--- config.mk ---
export PLATFORM = sky130hd
export DESIGN_NAME = mac_unit
export DESIGN_NICKNAME = d
export VERILOG_FILES = /design/src/rtl/mac_unit_pkg.sv /design/src/rtl/mac_mult.sv /design/src/rtl/mac_unit.sv
export SDC_FILE = /design/constraint.sdc
export NUM_CORES = 1
export LEC_CHECK = 0
export BUFFER_PORTS_ARGS = -buffer_cell sky130_fd_sc_hd__buf_4
export CORE_UTILIZATION = 40
export DETAILED_ROUTE_END_ITERATION = 12
export GPL_TIMING_DRIVEN = 0
export PLACE_DENSITY = 0.62
export SLEW_MARGIN = 20
export SYNTH_ARGS = -nofsm -noshare
export SYNTH_HDL_FRONTEND = slang
export SYNTH_HIERARCHICAL = 1
export SYNTH_SLANG_ARGS = --single-unit
--- constraint.sdc ---
create_clock -name clk -period 7.5 [get_ports clk]
set_input_delay 1.125 -clock clk [delete_from_list [all_inputs] [get_ports clk]]
set_output_delay 1.125 -clock clk [all_outputs]
set_load 0.005 [all_outputs]
--- src/rtl/mac_unit_pkg.sv ---
// Shared constants and types for the multiply-accumulate unit.
// Holds the default operand width, the derived accumulator width and the accumulator update codes.
package mac_unit_pkg;

    localparam int DATA_WIDTH_DEF = 8;
    localparam int ACC_WIDTH_DEF  = 3 * DATA_WIDTH_DEF;

    // Accumulator update selected on each edge once reset is not asserted.
    typedef enum logic [1:0] {
        ACC_HOLD  = 2'd0,
        ACC_CLEAR = 2'd1,
        ACC_ADD   = 2'd2
    } acc_op_e;

    function automatic int acc_width(input int data_width);
        return 3 * data_width;
    endfunction

endpackage

--- src/rtl/mac_mult.sv ---
// Combinational unsigned multiplier.
// Produces the full-width 2*DATA_WIDTH product, so no bits are lost before accumulation.
module mac_mult
    import mac_unit_pkg::*;
#(
    parameter int DATA_WIDTH = DATA_WIDTH_DEF
) (
    input  logic [DATA_WIDTH-1:0]   a,
    input  logic [DATA_WIDTH-1:0]   b,
    output logic [2*DATA_WIDTH-1:0] prod
);

    // Widen both operands first so the multiply is evaluated at the full product width.
    logic [2*DATA_WIDTH-1:0] a_ext;
    logic [2*DATA_WIDTH-1:0] b_ext;

    assign a_ext = {{DATA_WIDTH{1'b0}}, a};
    assign b_ext = {{DATA_WIDTH{1'b0}}, b};
    assign prod  = a_ext * b_ext;

endmodule

--- src/rtl/mac_unit.sv ---
// Multiply-accumulate unit: acc <= acc + Ain*Bin when enabled, wrapping modulo 2^(3*DATA_WIDTH).
// Priority on each edge is reset, then clear, then accumulate, then hold. Cout is the accumulator register.
module mac_unit
    import mac_unit_pkg::*;
#(
    parameter int DATA_WIDTH = DATA_WIDTH_DEF
) (
    input  logic                    clk,
    input  logic                    rst_n,
    input  logic                    En,
    input  logic                    Clr,
    input  logic [DATA_WIDTH-1:0]   Ain,
    input  logic [DATA_WIDTH-1:0]   Bin,
    output logic [3*DATA_WIDTH-1:0] Cout
);

    localparam int ACC_W = acc_width(DATA_WIDTH);

    logic [2*DATA_WIDTH-1:0] prod;
    logic [ACC_W-1:0]        prod_ext;
    logic [ACC_W-1:0]        sum;
    logic [ACC_W-1:0]        acc;
    logic [ACC_W-1:0]        acc_next;
    acc_op_e                 acc_op;

    mac_mult #(
        .DATA_WIDTH (DATA_WIDTH)
    ) u_mult (
        .a    (Ain),
        .b    (Bin),
        .prod (prod)
    );

    // Carry out of the top bit is dropped on purpose: the accumulator wraps.
    assign prod_ext = {{DATA_WIDTH{1'b0}}, prod};
    assign sum      = acc + prod_ext;

    always_comb begin
        // NOTE: every output of this block gets a default first, so no path leaves it unassigned and no latch is inferred.
        acc_op   = ACC_HOLD;
        acc_next = acc;
        if (Clr) begin
            acc_op = ACC_CLEAR;
        end else if (En) begin
            acc_op = ACC_ADD;
        end

        case (acc_op)
            ACC_CLEAR: acc_next = '0;
            ACC_ADD:   acc_next = sum;
            default:   acc_next = acc;
        endcase
    end

    // NOTE: state is updated with non-blocking assignments; reset is tested inside the clocked block, so it takes effect only at a rising edge.
    always_ff @(posedge clk) begin
        if (!rst_n) begin
            acc <= '0;
        end else begin
            acc <= acc_next;
        end
    end

    assign Cout = acc;

endmodule

Yosys cells after proc, flatten, opt, wreduce, memory -nomap -nowiden --
Index checks and enable logic that the tools add are counted.
Storage, ports and cells: flip-flop bits (word level) 24, logic and storage cells 9
Operators by class: add/sub/neg operators 1, $mul 1, equality and inequality tests 2, muxes and demuxes 3, reduce and logical (&&, ||, !) cells 1
Operator list (number):
- one-hot mux 24 bit (2 select lines) | 1
- adder 24 x 16 -> 24 bit | 1
- multiplier 8 x 8 -> 16 bit | 1
- two-way mux 2 bit | 2
- equality test 2 x 1 -> 1 bit, second input constant | 1
- equality test 2 bit, second input constant | 1
- nonzero test 2 bit | 1

Longest topological paths before layout --
Gate-level depths: netlist (run 1).
word-level depth 4, depth in mapped cells 22

Modules after synthesis --
Netlist (run 1), hierarchy kept.
By module, submodules not included:
- mac_mult | times used 1, cells an instance 243, area each 2105.8 µm², sequential area each 0.0 µm²
- mac_unit | times used 1, cells an instance 215, area each 1761.7 µm², sequential area each 480.5 µm²

Worst setup path before layout (run 1) --
No wires, ideal clock.
path kind input-to-reg, from input Bin[4], to register acc[20], in the netlist Cout[20], library setup time 0.070 ns, arrival time 6.121 ns, setup slack 1.308 ns, stages 21, path buffers 0, cells stage by stage and2_1 -> fa_1 -> inv_1 -> fa_1 -> inv_1 -> fa_1 -> inv_1 -> fa_1 -> inv_1 -> ha_1 -> a21o_1 -> a21oi_1 -> nand2_1 -> xor2_1 -> ha_1 -> o211ai_1 -> o21a_1 -> a311oi_2 -> a31oi_1 -> or3_2 -> a21oi_1
Between the ends: word-level cells in the longest chain between the ends 3
RTL lines:
- from (decl) | RTL line mac_unit.sv:13 | input logic [DATA_WIDTH-1:0] Bin,
- multiplier 8 x 8 -> 16 bit | RTL line mac_mult.sv:19 | assign prod = a_ext * b_ext;
- net prod[9] | RTL line mac_unit.sv:19 | logic [2*DATA_WIDTH-1:0] prod;
- adder 24 x 16 -> 24 bit | RTL line mac_unit.sv:36 | assign sum = acc + prod_ext;
- one-hot mux 24 bit (2 select lines) | RTL line mac_unit.sv:48 | case (acc_op)
- to (signal assigned) | RTL line mac_unit.sv:60 | acc <= acc_next;
- to (decl) | RTL line mac_unit.sv:22 | logic [ACC_W-1:0] acc;
The timed path passes the listed nets, and every way through them passes these cells. A chain may end at the register's enable or synchronous reset.

Worst setup path in the final report (run 1) --
Same ends and word-level chain as after synthesis.

==> flow_metrics.env, run 1 <==
export IMPL_status="completed"
export IMPL_synth_seq_area_share_pct=12.4
export IMPL_drive_gt1_share_pct=11.9
export IMPL_routed_via_density=5.33
export IMPL_vdd_ir_drop_worst_uv=163
export IMPL_n_antenna_cell=0
export IMPL_cts_hold_buf=0
export IMPL_ios=44
export IMPL_crit_required_ns=7.70
export IMPL_grt_setup_unrepaired="false"
export IMPL_drt_iter0_markers=161
export IMPL_syn_to_final_growth_pct=13.9
export IMPL_fill_cells=952
export IMPL_yosysTopAreaCell="fa_1"
export IMPL_setup_violations=0
export IMPL_synth_main_ff_cell="dfxtp_1"
export IMPL_dieArea_um2=10100
export IMPL_largest_reg_flops=24
export IMPL_clk_path_buf_depth=2
export IMPL_synth_edf_count=0
export IMPL_p_sw_share_pct=50.1
export IMPL_switching_power_w=0.000623
export IMPL_ys_warn_count=6
export IMPL_cts_made_buffers=3
export IMPL_slew_headroom_pct=59.0
export IMPL_fin_crit_sh_pct=87.6
export IMPL_wl_per_cell_um=13.6
export IMPL_cts_tree="yes"
export IMPL_gp_congestion=0.815
export IMPL_fmax_mhz=152
export IMPL_antenna_found_initial=0
export IMPL_grt_pass1_vias=3196
export IMPL_critPathMaxFanout=8
export IMPL_post_route_min_period_ns=6.57
export IMPL_grt_max_degree=14
export IMPL_end_kind="flop"
export IMPL_rows=35
export IMPL_cts_root_buf="clkbuf_8"
export IMPL_p_per_area_nw_per_um2=282
export IMPL_dieWidth_um=100
export IMPL_critical_path_class="primary input to flop"
export IMPL_dp_slack_ns=0.625
export IMPL_core_area_um2=9280
export IMPL_ys_async_sr_fraction_pct=0
export IMPL_cap_violations=0
export IMPL_vias=3380
export IMPL_worst_ep_arrival_time_ns=6.77
export IMPL_p_clk_share_pct=7.4
export IMPL_fp_dieH_um=100
export IMPL_syn_area_per_cell_um2=8.44
export IMPL_leakagePower_nw=2.17
export IMPL_netlist_area_leader_share_pct=19.2
export IMPL_synth_seq_cells=24
export IMPL_netlist_top_cells_area="fa_1, ha_1, dfxtp_1, and2_1, inv_1"
export IMPL_finalPower_w=0.00124
export IMPL_layout_setup_ws_ns=0.929
export IMPL_internal_power_w=0.000621
export IMPL_skew_ns=0.00281
export IMPL_cts_resized_gates=0
export IMPL_track_usage_pct=17.7
export IMPL_portBuffers=43
export IMPL_initial_core_util_pct=41.7
export IMPL_netlist_instances=458
export IMPL_hold_violations=0
export IMPL_remaining_drc_errors=0
export IMPL_hold_path_class="flop to flop"
export IMPL_final_antenna_net_count=0
export IMPL_dp_cells=630
export IMPL_final_nets=615
export IMPL_worst_pin_slew_ns=0.615
export IMPL_maxSlewViolCount=0
export IMPL_clkTransAtPathRegs_ns=0.09
export IMPL_cts_sinks=24
export IMPL_insertion_delay_ns=0.27
export IMPL_first_pass_iters=4
export IMPL_seqPwrFrac_pct=13.5
export IMPL_grt_pass1_wl_mm=14.7
export IMPL_cts_setup_buffers=0
export IMPL_hpwlAfterDp_mm=7.07
export IMPL_syn_num_nets=567
export IMPL_synth_cell_types=50
export IMPL_r2r_slack_ns=4.87
export IMPL_start_kind="primary input"
export IMPL_final_setup_tns_ns=0
export IMPL_h_tree_depth=1
export IMPL_instances_no_fill=634
export IMPL_grt_ovfl_total=0
export IMPL_drt_wl_total_mm=8.64
export IMPL_p_comb_share_pct=79.1
export IMPL_netlist_area_um2=3870
## worst max-delay path: stages
cell and delay, ns:
buf_4 0.14, and2_1 0.17, fa_1 0.54, inv_1 0.06
fa_1 0.48, inv_1 0.06, fa_1 0.53, inv_1 0.05
fa_1 0.53, inv_1 0.04, ha_1 0.34, a21o_1 0.17
a21oi_1 0.19, nand2_1 0.11, xor2_1 0.15, ha_1 0.39
o211ai_1 0.14, o21a_1 0.20, a311oi_2 0.45, a31oi_1 0.28
or3_2 0.46, a21oi_1 0.15
## area by class of cell
cell class / instances / area (um^2) / share of cell area [%]
multi-input cells: 373 / 3160 / 71.7
flip-flops and latches: 24 / 480 / 10.9
repair buffers: 43 / 323 / 7.33
inverters: 54 / 203 / 4.60
well taps: 129 / 161 / 3.66
clock buffers: 4 / 55.1 / 1.25
plain buffers: 7 / 26.3 / 0.596
## synthesized netlist by cell type (all sizes together) (2+ instances only)
cell / n
inv: 54
ha: 52
and2: 48
nand2: 42
fa: 37
a21oi: 29
dfxtp: 24
nor2: 21
a21o: 12
xnor2: 12
o21ai: 10
and3: 8
nand4: 8
clkbuf: 7
mux2i: 7
nand3: 7
o211ai: 7
or3: 7
o21a: 6
xor2: 6
a211oi: 5
a31oi: 5
nor3: 5
a211o: 4
nor2b: 4
nand2b: 3
o31ai: 3
or4: 3
a2111o: 2
a31o: 2
nor3b: 2
nor4: 2
o21bai: 2
o311ai: 2
## layout by cell type (no fill, tap or decap), types with 3 or more instances in the layout
cell type	synthesis	layout
ha_1	52	52
mux2i_1	7	7
dfxtp_1	24	24
o211ai_1	6	6
xnor2_1	12	12
o31ai_1	3	3
fa_1	37	37
nand4_1	8	8
clkbuf_1	7	7
xor2_1	6	6
nand2b_1	3	3
buf_4	0	43
nor3_1	5	5
inv_1	54	54
nand2_1	42	42
nand3_1	7	7
and3_1	8	8
a31oi_1	5	5
and2_1	48	48
nor2b_1	4	4
nor2_1	21	21
or3_1	5	5
or4_1	3	3
clkbuf_8	0	4
o21ai_0	9	9
a211oi_1	4	4
a21o_1	12	12
a21oi_1	29	29
o21a_1	6	6
## cell families after synthesis
family | count (synthesis) | synth area share, %
adders and majority gates | 89 | 36.0
muxes | 7 | 1.81
AOI/OAI and AO/OA | 97 | 17.6
buffers and inverters | 61 | 5.92
and+or+nand+nor | 162 | 22.2
DFF | 24 | 12.4
xor gates and xnor gates | 18 | 4.08
## power by group through the flow
stage | logic, W | registers, W | clock network, W
5_1_grt | 0.00111 | 0.000171 | 0.0000998
3_5_place_dp | 0.000984 | 0.000171 | 0
2_1_floorplan | 0.000771 | 0.000166 | 0
6_report | 0.000983 | 0.000168 | 0.0000920
3_3_place_gp | 0.000969 | 0.000171 | 0
4_1_cts | 0.000988 | 0.000169 | 0.0000953
## per-layer routing
| metal | global-route usage, % | part of all wire (%) | wire length [um] | vias to the layer above |
|---|---|---|---|---|
| met2 | 29.3 | 48 | 4170 | 63 |
| met1 | 25.7 | 47 | 4090 | 1633 |
| li1 | - | - | - | 1678 |
| met3 | 1.95 | 3.9 | 334 | 6 |
| met5 | 0 | 0 | 0 | - |
| met4 | 1.56 | 0.56 | 48 | 0 |
## worst paths after layout
kind	startpoint	end	cells past startpoint
setup / recovery	Bin[4]	Cout[20]	22
hold / removal	Cout[7]	Cout[7]	2
setup reg to reg	Cout[0]	Cout[20]	8
hold reg to reg	Cout[7]	Cout[7]	2
## metrics by stage
stage / util, % / area [um^2] / hold slack, ns
after global placement: 46.9 / 4350 / 0.472
after CTS: 47.5 / 4410 / 0.485
final: 47.5 / 4410 / 0.478
after floorplan: - / 3870 / 0.465
after global routing: 47.5 / 4410 / 0.531
after detailed placement: 46.9 / 4350 / 0.469
Power figures use the tool's default switching activity.
==> inputs of run 2 (changes only) <==
- CORE_ASPECT_RATIO: unset -> 1.4
==> run 2 against run 1 <==
  * Sequential power about the same
  * Sequential cell count unchanged
  * Count of clock-buffer cells in the layout decreased by 1
  * Design area increased by 0.60%
  * Routed wire length increased by 6.0%
  * Largest power group unchanged
  * Largest cell class unchanged
  * First-iteration DRC count decreased by 25%
  * Combinational power about the same
==> flow_metrics.env, run 2 (same netlist as run 1, synthesis figures left out) <==
export IMPL_status="completed"
export IMPL_reg2reg_from="Cout[0]"
export IMPL_dp_cells=611
export IMPL_setup_worst_path_start="Bin[4]"
export IMPL_post_route_min_period_ns=6.68
export IMPL_insertion_delay_ns=0.27
export IMPL_layout_commonest_cell="inv_1"
export IMPL_switching_power_w=0.000644
export IMPL_hold_path_class="flop to flop"
export IMPL_hold_violations=0
export IMPL_route_top_layer_used="met4"
export IMPL_grt_pass1_wl_mm=15.7
export IMPL_critPathMaxFanout=8
export IMPL_largest_reg_flops=24
export IMPL_end_kind="flop"
export IMPL_final_nets=615
export IMPL_final_antenna_net_count=0
export IMPL_grt_pass1_vias=3475
export IMPL_skew_ns=0.00589
export IMPL_worst_pin_slew_ns=0.604
export IMPL_dieWidth_um=85.1
export IMPL_dieArea_um2=10100
export IMPL_critical_path_class="primary input to flop"
export IMPL_fp_dieH_um=118
export IMPL_seqPwrFrac_pct=12.6
export IMPL_vias=3417
export IMPL_maxSlewViolCount=0
export IMPL_dr_wl_met3_um=298
export IMPL_vdd_ir_drop_worst_uv=164
export IMPL_fin_crit_sh_pct=89.0
export IMPL_ios=44
export IMPL_n_antenna_cell=0
export IMPL_routed_via_density=5.56
export IMPL_setup_violations=0
export IMPL_cap_violations=0
export IMPL_path_cells="buf_4 > and2_1 > fa_1 > inv_1 > fa_1 > inv_1 > fa_1 > inv_1 > fa_1 > inv_1 > ha_1 > a21o_1 > a21oi_1 > nand2_1 > xor2_1 > ha_1 > o211ai_1 > o21a_1 > a311oi_2 > a31oi_1 > or3_2 > a21oi_1"
export IMPL_met1_length_mm=3.92
export IMPL_core_area_um2=9410
export IMPL_cts_sinks=24
export IMPL_initial_core_util_pct=41.1
export IMPL_worst_ep_arrival_time_ns=6.88
export IMPL_cp_slowest_cell="fa_1"
export IMPL_drt_iter0_markers=120
export IMPL_placed_cell_area_um2=4330
export IMPL_h_tree_depth=1
export IMPL_track_usage_pct=19.3
export IMPL_grt_setup_unrepaired="false"
export IMPL_hpwlAfterDp_mm=7.42
export IMPL_internal_power_w=0.000684
export IMPL_drive_gt1_share_pct=11.9
export IMPL_portBuffers=43
export IMPL_cts_root_buf="clkbuf_16"
export IMPL_cts_setup_buffers=0
export IMPL_cts_hold_buf=0
export IMPL_wl_per_cell_um=14.9
export IMPL_crit_required_ns=7.70
export IMPL_antenna_found_initial=0
export IMPL_instances_no_fill=615
export IMPL_hold_path_startpoint="Cout[7]"
export IMPL_p_clk_share_pct=12.0
export IMPL_leakagePower_nw=2.19
export IMPL_first_pass_iters=4
export IMPL_drt_wl_total_mm=9.16
export IMPL_cts_tree="yes"
export IMPL_p_per_area_nw_per_um2=300
export IMPL_grt_ovfl_total=0
export IMPL_slew_headroom_pct=59.8
export IMPL_most_common_layout_cells="inv_1, ha_1, and2_1"
export IMPL_start_kind="primary input"
export IMPL_cts_made_buffers=3
export IMPL_clk_path_buf_depth=2
export IMPL_rows=42
export IMPL_p_sw_share_pct=48.5
export IMPL_critPathMaxStageDelay_ns=0.57
export IMPL_syn_to_final_growth_pct=14.6
export IMPL_cts_resized_gates=0
export IMPL_grt_max_degree=15
export IMPL_p_comb_share_pct=75.4
export IMPL_fmax_mhz=150
export IMPL_remaining_drc_errors=0
export IMPL_design_area_um2=4430
export IMPL_final_setup_tns_ns=0
export IMPL_clkTransAtPathRegs_ns=0.07
export IMPL_wl_met2_mm=4.78
export IMPL_gp_congestion=0.827
## run 2: power by group through the flow
stage | sequential, W | combinational [W] | clock (W)
2_1_floorplan | 0.000166 | 0.000771 | 0
3_3_place_gp | 0.000170 | 0.000973 | 0
3_5_place_dp | 0.000170 | 0.000990 | 0
4_1_cts | 0.000167 | 0.000998 | 0.000162
5_1_grt | 0.000171 | 0.00113 | 0.000166
6_report | 0.000167 | 0.00100 | 0.000160
## run 2: layer usage
metal | track usage (%) | vias up
li1 | - | 1681
met1 | 22.9 | 1643
met2 | 37.0 | 78
met3 | 1.05 | 15
met4 | 4.66 | 0
met5 | 0 | -
## run 2: final cells by class
cell class	instances	area, um^2
Inverter	54	203
Buffer	7	26.3
Sequential cell	24	480
Fill cell	946	4970
Clock inverter	1	30.0
Tap cell	110	138
Clock buffer	3	75.1
Multi-Input combinational cell	373	3160
Timing Repair Buffer	43	323
## run 2: final timing paths
| path | end | slack (ns) | depth (start not counted) |
|---|---|---|---|
| max | Cout[20] | 0.82 | 22 |
| min reg2reg | Cout[7] | 0.50 | 2 |
| max reg2reg | Cout[20] | 4.82 | 8 |
| min | Cout[7] | 0.50 | 2 |
## run 2: critical path, delay by kind of cell
kind	cells	cell delay [ns]
AO/OA/AOI/OAI	7	1.63
adder cells (fa/ha/maj)	6	2.83
XOR/XNOR	1	0.16
AND/OR/NAND/NOR	3	0.75
buffers and inverters	5	0.37
## run 2: per-stage QoR
step           worst slack [ns]  utilization [%]  hold WS, ns  power, W
4_1_cts                   0.821             47.1        0.502   0.00133
2_1_floorplan              1.31                -        0.465  0.000937
3_5_place_dp              0.548             46.0        0.487   0.00116
6_report                  0.824             47.1        0.500   0.00133
3_3_place_gp              0.603             46.0        0.479   0.00114
5_1_grt                   0.545             47.1        0.532   0.00147
==> inputs of run 3 (changes only) <==
- ABC_AREA: unset -> 1
==> run 3 against run 2 <==
  * Synthesized area is 17% higher
  * Sequential power shrank 2%
  * Routed wire length up 24%
  * Critical endpoint is now Cout[22]
==> flow_metrics.env, run 3 <==
export IMPL_status="completed"
export IMPL_fmax_mhz=167
export IMPL_fin_crit_sh_pct=79.6
export IMPL_synth_seq_cells=24
export IMPL_vdd_ir_drop_worst_uv=127
export IMPL_grt_pass1_vias=4485
export IMPL_start_kind="primary input"
export IMPL_critical_path_class="primary input to flop"
export IMPL_setup_violations=0
export IMPL_post_route_min_period_ns=5.97
export IMPL_cts_hold_buf=0
export IMPL_worst_pin_slew_ns=0.515
export IMPL_cts_setup_buffers=0
export IMPL_netlist_instances=741
export IMPL_crit_required_ns=7.66
export IMPL_remaining_drc_errors=0
export IMPL_dieArea_um2=11800
export IMPL_met1_usage_pct=21.3
export IMPL_yosysTopAreaCell="nand2_1"
export IMPL_design_area_um2=4990
export IMPL_placed_cell_area_um2=4910
export IMPL_n_antenna_cell=0
export IMPL_cts_tree="yes"
export IMPL_cts_made_buffers=3
export IMPL_hold_path_class="flop to flop"
export IMPL_synth_seq_area_share_pct=10.6
export IMPL_critPathMaxFanout=8
export IMPL_hold_violations=0
export IMPL_drt_iter0_markers=132
export IMPL_core_area_um2=10900
export IMPL_maxSlewViolCount=0
export IMPL_clkTransAtPathRegs_ns=0.06
export IMPL_synth_commonest_cells="nand2_1, inv_1, ha_1"
export IMPL_worst_ep_arrival_time_ns=6.13
export IMPL_final_nets=882
export IMPL_met2_usage_pct=42.5
export IMPL_layout_setup_ws_ns=1.53
export IMPL_syn_num_nets=850
export IMPL_critPathMaxStageDelay_ns=0.56
export IMPL_final_setup_tns_ns=0
export IMPL_cts_resized_gates=0
export IMPL_yosysMostFrequentCell="nand2_1"
export IMPL_switching_power_w=0.000831
export IMPL_met3_usage_pct=1.07
export IMPL_grt_max_degree=13
export IMPL_synth_cell_types=31
export IMPL_grt_busiest_layer="met2"
export IMPL_grt_setup_unrepaired="false"
export IMPL_netlist_area_um2=4540
export IMPL_ff_latch_area_um2=480
export IMPL_ys_async_sr_fraction_pct=0
export IMPL_internal_power_w=0.000632
export IMPL_vias=4360
export IMPL_p_clk_share_pct=8.2
export IMPL_p_per_area_nw_per_um2=293
export IMPL_drt_wl_total_mm=11.3
export IMPL_seqPwrFrac_pct=11.1
export IMPL_cap_violations=0
export IMPL_routed_via_density=4.78
export IMPL_cts_sinks=24
export IMPL_synth_main_ff_cell="dfxtp_1"
export IMPL_syn_to_final_growth_pct=10.0
export IMPL_synth_edf_count=0
export IMPL_largest_reg_flops=24
export IMPL_leakagePower_nw=3.05
export IMPL_p_sw_share_pct=56.8
export IMPL_cts_root_buf="clkbuf_16"
export IMPL_end_kind="flop"
export IMPL_initial_core_util_pct=41.5
export IMPL_portBuffers=27
export IMPL_r2r_slack_ns=5.48
export IMPL_insertion_delay_ns=0.27
export IMPL_syn_area_per_cell_um2=6.12
export IMPL_layout_commonest_cell="nand2_1"
export IMPL_h_tree_depth=1
export IMPL_ios=44
export IMPL_fill_cells=1178
export IMPL_gp_congestion=0.878
export IMPL_wl_per_cell_um=12.4
export IMPL_slew_headroom_pct=65.5
export IMPL_fp_dieH_um=128
export IMPL_skew_ns=0.00528
export IMPL_clk_path_buf_depth=2
export IMPL_netlist_area_leader_share_pct=20.4
export IMPL_track_usage_pct=20.7
export IMPL_grt_pass1_wl_mm=19.6
export IMPL_drive_gt1_share_pct=7.91
export IMPL_ys_warn_count=6
export IMPL_cp_slowest_cell="fa_1"
export IMPL_netlist_top_cells_area="nand2_1, fa_1, inv_1, ha_1, dfxtp_1"
export IMPL_p_comb_share_pct=80.6
export IMPL_dp_slack_ns=1.22
export IMPL_final_antenna_net_count=0
export IMPL_cp_common_cell="nand2_1"
export IMPL_first_pass_iters=4
export IMPL_antenna_found_initial=0
export IMPL_whs_ns=0.489
export IMPL_multi_input_area_um2=3300
export IMPL_dieWidth_um=92.0
export IMPL_grt_ovfl_total=0
export IMPL_hpwlAfterDp_mm=9.81
export IMPL_most_common_layout_cells="nand2_1, inv_1, ha_1"
export IMPL_rows=45
run 3: path summary, 6_finish.rpt:
kind	cells after the start	to	startpoint
setup / recovery	28	Cout[22]	Ain[0]
hold / removal	2	Cout[7]	Cout[7]
setup reg to reg	10	Cout[8]	Cout[0]
hold reg to reg	2	Cout[7]	Cout[7]
run 3: kinds of logic after synthesis:
logic type / count (synthesis) / synth area share [%]
xor+xnor: 7 / 1.35
compound gates: 52 / 6.10
simple gates: 369 / 34.6
buf+inv: 200 / 16.7
flops: 24 / 10.6
fa+ha+maj: 89 / 30.7
run 3: metal layers:
layer,vias up,wire length (um)
met3,21,224
li1,2273,-
met5,-,0
met4,0,313
met2,62,6350
met1,2004,4450
run 3: per-stage QoR:
stage          utilization, %  power [W]  std cells
6_report                 45.7    0.00146        912
4_1_cts                  45.7    0.00147        912
3_3_place_gp             45.0    0.00131        909
2_1_floorplan               -    0.00107        741
3_5_place_dp             45.0    0.00133        909
5_1_grt                  45.7    0.00165        912
run 3: layout make-up:
type / count / share of cell area (%)
plain buffers: 20 / 1.63
multi-input cells: 517 / 66.1
flip-flops and latches: 24 / 9.63
clock buffers: 3 / 1.50
well taps: 141 / 3.54
inverters: 180 / 13.5
repair buffers: 27 / 4.06
run 3: worst max-delay path: cells and delay by family:
family	cells	cell delay, ns
adders and majority gates	6	2.88
buffers and inverters	6	0.63
and+or+nand+nor	16	1.50
run 3: power by group through the flow:
stage          Combinational [W]  Clock, W  Sequential [W]
6_report                 0.00118  0.000120        0.000163
5_1_grt                  0.00136  0.000127        0.000165
4_1_cts                  0.00118  0.000126        0.000164
3_5_place_dp             0.00117         0        0.000166
3_3_place_gp             0.00114         0        0.000166
2_1_floorplan           0.000910         0        0.000163
